==> config.mk <==
export PLATFORM = sky130hd
export DESIGN_NAME = lfsr_seq_ctrl_flat
export DESIGN_NICKNAME = d
export VERILOG_FILES = /design/src/rtl/lfsr_seq_ctrl_pkg.sv /design/src/rtl/lfsr_seq_ctrl_if.sv /design/src/rtl/lfsr_seq_ctrl_sync_edge.sv /design/src/rtl/lfsr_seq_ctrl.sv /design/src/flat_wrapper.sv
export SDC_FILE = /design/constraint.sdc
export NUM_CORES = 1
export LEC_CHECK = 0
export BUFFER_PORTS_ARGS = -buffer_cell sky130_fd_sc_hd__buf_2
export CAP_MARGIN = 20
export CORE_MARGIN = 5
export CORE_UTILIZATION = 51
export DETAILED_ROUTE_END_ITERATION = 6
export PLACE_DENSITY = 0.74
export SLEW_MARGIN = 20
export SYNTH_ARGS = -nofsm -noshare
export SYNTH_HDL_FRONTEND = slang
export SYNTH_HIERARCHICAL = 1
export SYNTH_SLANG_ARGS = --single-unit
==> constraint.sdc <==
create_clock -name clk -period 2.7 [get_ports clk]
set_input_delay 0.54 -clock clk [delete_from_list [all_inputs] [get_ports clk]]
set_output_delay 0.54 -clock clk [all_outputs]
set_load 0.005 [all_outputs]
==> src/rtl/lfsr_seq_ctrl_pkg.sv <==
// Shared constants and the state type for the LFSR sequencing controller.
package lfsr_seq_ctrl_pkg;

  localparam int WIDTH_DEF = 8;
  localparam int DIV_W_DEF = 24;

  typedef enum logic [1:0] {
    IDLE = 2'd0,
    LOAD = 2'd1,
    RUN  = 2'd2,
    LOCK = 2'd3
  } st_e;

endpackage

==> src/rtl/lfsr_seq_ctrl_if.sv <==
// Command/feedback bundle between the sequencing controller and the LFSR register.
interface lfsr_seq_ctrl_if #(
  parameter int WIDTH = 8
);
  logic             lfsr_load;
  logic [WIDTH-1:0] lfsr_seed;
  logic             lfsr_step;
  logic [WIDTH-1:0] lfsr_q;

  modport master (output lfsr_load, lfsr_seed, lfsr_step, input lfsr_q);
  modport slave  (input lfsr_load, lfsr_seed, lfsr_step, output lfsr_q);
endinterface

==> src/rtl/lfsr_seq_ctrl_sync_edge.sv <==
// Two-flop synchronizer for an asynchronous input, with level and rising-edge outputs.
module sync_edge (
  input  logic clk,
  input  logic rst_n,
  input  logic din,
  output logic level,
  output logic rise
);

  logic s1, s2, s2_d;

  always_ff @(posedge clk or negedge rst_n) begin
    if (!rst_n) begin
      s1   <= 1'b0;
      s2   <= 1'b0;
      s2_d <= 1'b0;
    end else begin
      s1   <= din;
      s2   <= s1;
      s2_d <= s2;
    end
  end

  assign level = s2;
  // One cycle per press, however long the button is held.
  assign rise  = s2 & ~s2_d;

endmodule

==> src/rtl/lfsr_seq_ctrl.sv <==
// Sequencing FSM for the board LFSR: clean load/step commands, auto-step prescaler,
// lock-up detection and period measurement.
//
// state | meaning
// IDLE  | waiting; manual step presses accepted
// LOAD  | one cycle; lfsr_load high, seed captured
// RUN   | auto-stepping every max(period,1) clocks
// LOCK  | all-zero seed/state; only a load leaves
module lfsr_seq_ctrl
  import lfsr_seq_ctrl_pkg::*;
#(
  parameter int WIDTH = WIDTH_DEF,
  parameter int DIV_W = DIV_W_DEF
) (
  input  logic             clk,
  input  logic             rst_n,
  input  logic [WIDTH-1:0] sw_seed,
  input  logic             btn_load,
  input  logic             btn_step,
  input  logic             run_en,
  input  logic [DIV_W-1:0] period,
  lfsr_seq_ctrl_if.master  lfsr,
  output logic             lock,
  output logic             period_done,
  output logic [WIDTH-1:0] period_len,
  output logic [1:0]       state
);

  localparam logic [1:0] S_IDLE = IDLE;
  localparam logic [1:0] S_LOAD = LOAD;
  localparam logic [1:0] S_RUN  = RUN;
  localparam logic [1:0] S_LOCK = LOCK;

  logic             load_rise, step_rise, run_lvl;
  logic [1:0]       state_nxt;
  logic             load_nxt, step_nxt;
  logic [DIV_W-1:0] presc, presc_nxt, presc_max, presc_term;
  logic [WIDTH-1:0] step_cnt;
  logic             chk, lock_hit, period_hit;

  sync_edge u_sync_load (.clk(clk), .rst_n(rst_n), .din(btn_load), .level(), .rise(load_rise));
  sync_edge u_sync_step (.clk(clk), .rst_n(rst_n), .din(btn_step), .level(), .rise(step_rise));
  sync_edge u_sync_run  (.clk(clk), .rst_n(rst_n), .din(run_en),   .level(run_lvl), .rise());

  assign presc_max  = (period == '0) ? {{(DIV_W-1){1'b0}}, 1'b1} : period;
  assign presc_term = presc_max - 1'b1;

  // chk marks the cycle where lfsr_q already reflects the previous step.
  assign lock_hit   = chk && (lfsr.lfsr_q == '0);
  assign period_hit = chk && (state != S_LOAD) && (lfsr.lfsr_q == lfsr.lfsr_seed);

  always_comb begin
    state_nxt = state;
    load_nxt  = 1'b0;
    step_nxt  = 1'b0;
    presc_nxt = '0;
    case (state)
      S_IDLE: begin
        if (load_rise) begin
          state_nxt = S_LOAD;
          load_nxt  = 1'b1;
        end else if (lock_hit) begin
          state_nxt = S_LOCK;
        end else if (run_lvl) begin
          state_nxt = S_RUN;
        end else if (step_rise) begin
          step_nxt = 1'b1;
        end
      end
      S_LOAD: begin
        if (lfsr.lfsr_seed == '0) state_nxt = S_LOCK;
        else if (run_lvl)         state_nxt = S_RUN;
        else                      state_nxt = S_IDLE;
      end
      S_RUN: begin
        if (load_rise) begin
          state_nxt = S_LOAD;
          load_nxt  = 1'b1;
        end else if (lock_hit) begin
          state_nxt = S_LOCK;
        end else if (!run_lvl) begin
          state_nxt = S_IDLE;
        end else if (presc == presc_term) begin
          step_nxt = 1'b1;
        end else begin
          presc_nxt = presc + 1'b1;
        end
      end
      S_LOCK: begin
        if (load_rise) begin
          state_nxt = S_LOAD;
          load_nxt  = 1'b1;
        end
      end
      default: state_nxt = S_IDLE;
    endcase
  end

  always_ff @(posedge clk or negedge rst_n) begin
    if (!rst_n) begin
      state          <= S_IDLE;
      presc          <= '0;
      lfsr.lfsr_load <= 1'b0;
      lfsr.lfsr_step <= 1'b0;
      lfsr.lfsr_seed <= '0;
      lock           <= 1'b0;
      chk            <= 1'b0;
      period_done    <= 1'b0;
      period_len     <= '0;
      step_cnt       <= '0;
    end else begin
      state          <= state_nxt;
      presc          <= presc_nxt;
      lfsr.lfsr_load <= load_nxt;
      lfsr.lfsr_step <= step_nxt;
      lock           <= (state_nxt == S_LOCK);
      chk            <= lfsr.lfsr_step;
      period_done    <= 1'b0;
      if (load_nxt) begin
        lfsr.lfsr_seed <= sw_seed;
        step_cnt       <= '0;
        period_len     <= '0;
      end else if (period_hit) begin
        period_len  <= step_cnt;
        period_done <= 1'b1;
        // A step landing on the hit cycle is the first of the next period.
        step_cnt    <= {{(WIDTH-1){1'b0}}, lfsr.lfsr_step};
      end else if (lfsr.lfsr_step) begin
        step_cnt <= step_cnt + 1'b1;
      end
    end
  end

endmodule

==> src/flat_wrapper.sv <==
// flat-port wrapper written by rule: the top's interface ports become plain ports
module lfsr_seq_ctrl_flat import lfsr_seq_ctrl_pkg::*;
#(
  parameter int WIDTH = WIDTH_DEF,
  parameter int DIV_W = DIV_W_DEF
)
  (clk, rst_n, sw_seed, btn_load, btn_step, run_en, period, lock, period_done, period_len, state, lfsr_lfsr_load, lfsr_lfsr_seed, lfsr_lfsr_step, lfsr_lfsr_q);
  lfsr_seq_ctrl_if #(.WIDTH(WIDTH)) lfsr_i ();
  input  logic clk;
  input  logic rst_n;
  input  logic [WIDTH-1:0] sw_seed;
  input  logic btn_load;
  input  logic btn_step;
  input  logic run_en;
  input  logic [DIV_W-1:0] period;
  output logic lock;
  output logic period_done;
  output logic [WIDTH-1:0] period_len;
  output logic [1:0] state;
  output wire logic [$bits(lfsr_i.lfsr_load)-1:0] lfsr_lfsr_load;
  output wire logic [$bits(lfsr_i.lfsr_seed)-1:0] lfsr_lfsr_seed;
  output wire logic [$bits(lfsr_i.lfsr_step)-1:0] lfsr_lfsr_step;
  input wire logic [$bits(lfsr_i.lfsr_q)-1:0] lfsr_lfsr_q;
  assign lfsr_lfsr_load = lfsr_i.lfsr_load;
  assign lfsr_lfsr_seed = lfsr_i.lfsr_seed;
  assign lfsr_lfsr_step = lfsr_i.lfsr_step;
  assign lfsr_i.lfsr_q = lfsr_lfsr_q;
  lfsr_seq_ctrl #(.WIDTH(WIDTH), .DIV_W(DIV_W)) u_core (.clk(clk), .rst_n(rst_n), .sw_seed(sw_seed), .btn_load(btn_load), .btn_step(btn_step), .run_en(run_en), .period(period), .lfsr(lfsr_i), .lock(lock), .period_done(period_done), .period_len(period_len), .state(state));
endmodule
# After elaboration in Yosys (flattened, before gate mapping)
# Cells that the tools add are included.
totals:
  wordCells: 76
  regBits: 63
  out_inout_bits: 22
  input_bits: 45
op_classes:
  n_bitwise: 4
  n_eq_ne: 7
  muxes: 34
  addsub: 3
  reduce_logical: 10
ops:
  columns: ["operator", "n"]
  rows:
  - ["$mux 24", 6]
  - ["$mux 8", 5]
  - ["$add 24x1->24 const B", 1]
  - ["$eq 24x24->1", 1]
  - ["$logic_not 24->1", 1]
  - ["$sub 24x1->24 const B", 1]
  - ["$mux 2", 9]
  - ["$logic_not 8->1", 2]
  - ["$mux 1", 12]
  - ["$add 8x1->8 const B", 1]
  - ["$eq 8x8->1", 1]
  - ["$pmux 2 s4", 1]
  - ["$eq 2x2->1 const B", 3]
  - ["$logic_and 1x1->1", 3]
  - ["$reduce_bool 3->1", 1]
  - ["$reduce_or 3->1", 1]
  - ["$and 1x1->1", 2]
  - ["$eq 2x1->1 const B", 1]
  - ["$logic_not 2->1", 1]
  - ["$ne 2x1->1 const B", 1]
  - ["$not 1->1", 2]
  - ["$pmux 1 s2", 1]
  - ["$reduce_bool 2->1", 1]

# Depth between registers and ports, before layout
logic_depth:
  depth_word: 9
  depth_mapped: 14
  depth_no_buf: 11

# Modules after synthesis
# Netlist, hierarchy kept.
by_module_without_submodules:
  columns: ["module", "n_inst", "area_each_um2", "seq_area_each_um2", "cells_per_inst"]
  rows:
  - ["lfsr_seq_ctrl", 1, 3611.0, 1376.3, 403]
  - ["sync_edge", 3, 88.8, 75.1, 4]

# Worst setup path after synthesis
# No wires, ideal clock.
synth_path:
  path_kind: "input to register"
  startpoint: "input port period[5]"
  endpoint: "register u_core.presc[10]"
  setup_ps: 137
  cell_stages: 14
  n_path_buf: 3
  setup_slack_ps: -1156
  t_arrival_ps: 3719
  cell_sequence: "or4_1 buf_2 nor3_2 a21oi_1 ha_1 or4b_1 clkbuf_1 or3_1 a21oi_1 nor4_1 nand3b_1 nor4_2 clkbuf_1 a21oi_1"
synth_between:
  elab_chain_cells: 9
synth_lines:
  columns: ["item", "line", "text"]
  rows:
  - ["start: declaration", "flat_wrapper.sv:15", "input logic [DIV_W-1:0] period;"]
  - ["$logic_not 24->1", "lfsr_seq_ctrl.sv:45", "assign presc_max = (period == '0) ? {{(DIV_W-1){1'b0}}, 1'b1} : period;"]
  - ["$mux 24 *", "lfsr_seq_ctrl.sv:45", null]
  - ["$sub 24x1->24 *", "lfsr_seq_ctrl.sv:46", "assign presc_term = presc_max - 1'b1;"]
  - ["$eq 24x24->1 *", "lfsr_seq_ctrl.sv:83", "end else if (presc == presc_term) begin"]
  - ["$mux 24 *", "lfsr_seq_ctrl.sv:83", null]
  - ["$mux 24 *", "lfsr_seq_ctrl.sv:81", "end else if (!run_lvl) begin"]
  - ["$mux 24 *", "lfsr_seq_ctrl.sv:79", "end else if (lock_hit) begin"]
  - ["$mux 24 *", "lfsr_seq_ctrl.sv:76", "if (load_rise) begin"]
  - ["$mux 24 *", "lfsr_seq_ctrl.sv:57", "case (state)"]
  - ["net u_core.presc_nxt[10]", "lfsr_seq_ctrl.sv:37", "logic [DIV_W-1:0] presc, presc_nxt, presc_max, presc_term;"]
  - ["end signal: assignment", "lfsr_seq_ctrl.sv:113", "presc <= presc_nxt;"]
  - ["end: declaration", "lfsr_seq_ctrl.sv:37", null]
# Mark *: on every way through the listed nets, which the timed path passes. The rest lies on a longest branch.
# A chain may end at the register's enable or synchronous reset.

# Final worst setup path
layout_path:
  startpoint: "input port period[4]"
  endpoint: "register u_core.presc[12]"
# The elaborated chain is that of the path after synthesis.

==> metrics.txt <==
Hold Path Class in -> async; area delta synth->final 41.9%; Slew Limit Fails 0; CTS max path bufs 2; fmax 307 MHz; Relative slew margins 53.2%; crit share post-route 121%; Setup Skew 0.00571 ns; WL/cell 17.9 um; Yosys warning count 6; Remaining Overflow, GRT 0; CP peak stage delay 0.55 ns; antenna violations before repair 0; Die X 96.8 um; detailed-route DRC error count 0; path type of the worst setup path in -> reg; routed vias 3729; die height 96.8 um; commonest non-fill, non-tap cells in the layout 63 x dfrtp_1, 59 x buf_4, 54 x buf_2; RR Endpoint u_core/presc[22]; pin count of the biggest net entering global routing 38; Clock transition at path regs 0.06 ns; vias per cell 5.79; RSZ-0062 raised after global routing true; Mapped Area 0.00384 mm^2; Period minus WS final 3.26 ns; Core Area 0.00729 mm^2; CP dominant cell by count buf_4; first-pass GRT wire length 18.0 mm; post-route cell area 0.00545 mm^2; leakage 2.42 nW; Worst-Skew Late Latency 0.33 ns; final-stage net count 591; commonest non-fill, non-tap cell in the layout dfrtp_1; TritonCTS sink count 63; Post-DP Area 0.00470 mm^2; routability cong. 0.886; Worst VDD drop 313 uV; fraction of layout cells with a size suffix above 1 39.1%; reg2reg start u_core/presc[0]; worst slew pin tran 0.702 ns; Routed Antenna Nets 0; CP Capture Type register; die area 0.00936 mm^2; Initial Utilization 52.6%; I/O pin count 67; detailed placement HPWL 7.27 mm; # rows 31; Max Cap Violations 0; status finished with violations; vias in the first global route 3713; pwr dens 457 mW/mm^2; CTS Hold Buffers Added 0; Startpoint Class input port; GRT Overall Usage 23.5%; crit path max fanout 6; R2R setup slack 0.28 ns; CTS buffer count 9; H-tree Lvls 3; Initial DRC Count 384; Synth Instances 413; CTS tree done; final worst slack -0.558 ns; reg2reg path depth 8; PortBufs 66; Ant. Diodes 0; Mapped Nets 461; drt total wl 11.5 mm; Syn Area/Cell 9.29 um^2; Hold Fails Final Rpt 0; final setup fails 25; CP max-delay cell or4_4; hold_ws 0.248 ns; Worst Path Required 2.91 ns; clk root buf clkbuf_8; worst path arrival time 3.47 ns; DR pass1 iterations 5; cells along the critical path buf_6 > or4_4 > nor3_4 > a21oi_4 > ha_4 > or4b_4 > buf_4 > nor4_4 > a21oi_2 > a31oi_2 > or3_4 > a2111oi_4 > buf_4 > bufbuf_16 > a21oi_1; failing checks setup timing
state kept, by name, summed over array words and instances (netlist names), 2 cells and up:
signal / count
u_core/step_cnt: 8
u_core/state: 2
u_core/presc: 24
u_core/lfsr.lfsr_seed: 8
u_core/period_len: 8
area by class of cell:
cell class                 count  area, um^2
sequential                    63        1580
fill                         508        1840
multi-input combinational    323        2430
clock buffer                  12         155
timing repair buffer         138        1100
tap                           99         124
inverter                       8        30.0
clock inverter                 1        30.0
critical path, delay by kind of cell:
kind,cells,cell delay (ns)
AND/OR/NAND/NOR,5,1.48
buffers and inverters,4,0.66
AO/OA/AOI/OAI,5,0.61
adder cells (fa/ha/maj),1,0.17
per-layer routing:
layer  vias up  GRT usage [%]  routed length, um
li1       1734              -                  -
met1      1794           29.8               4640
met2       175           39.6               5810
met3        26           5.61                801
met4         0           7.13                263
met5         -              0                  0
metrics by stage:
| step | worst slack (ns) | setup TNS (ns) | instances | utilization, % | power, mW |
|---|---|---|---|---|---|
| finish | -0.558 | -12.72 | 644 | 74.7 | 2.49 |
| global route | -0.673 | -15.23 | 644 | 74.7 | 2.61 |
| CTS | -0.449 | -10.62 | 642 | 73.7 | 2.49 |
| detailed placement | -0.915 | -22.12 | 613 | 64.4 | 1.66 |
| global placement | -0.863 | -20.69 | 613 | 64.4 | 1.64 |
| floorplan | -0.824 | -19.67 | 413 | - | 1.40 |
timing repair:
action,CTS,global route
setup buffers,12,5
endpoints found under the setup margin,25,25
gates cloned,5,0
pin swaps,7,13
gates resized for setup,55,19
how the worst max path moves through the flow:
| stage | start | endpoint | slack [ns] | cells after the start |
|---|---|---|---|---|
| after global placement | period[21] | u_core/lfsr.lfsr_step | -0.86 | 13 |
| after detailed placement | period[22] | u_core/lfsr.lfsr_step | -0.91 | 13 |
| after global routing | period[15] | u_core/presc[17] | -0.67 | 16 |
| after CTS | period[21] | u_core/presc[23] | -0.45 | 15 |
| final | period[4] | u_core/presc[12] | -0.56 | 15 |
| after floorplan | period[17] | u_core/presc[10] | -0.82 | 14 |
power breakdown:
part / total [mW] / internal [mW] / leakage, nW / switching [mW]
clock: 0.789 / 0.462 / 0.0944 / 0.327
sequential: 1.12 / 1.03 / 0.836 / 0.0910
combinational: 0.580 / 0.296 / 1.49 / 0.285
No activity file was read; power rests on OpenSTA's default activity.
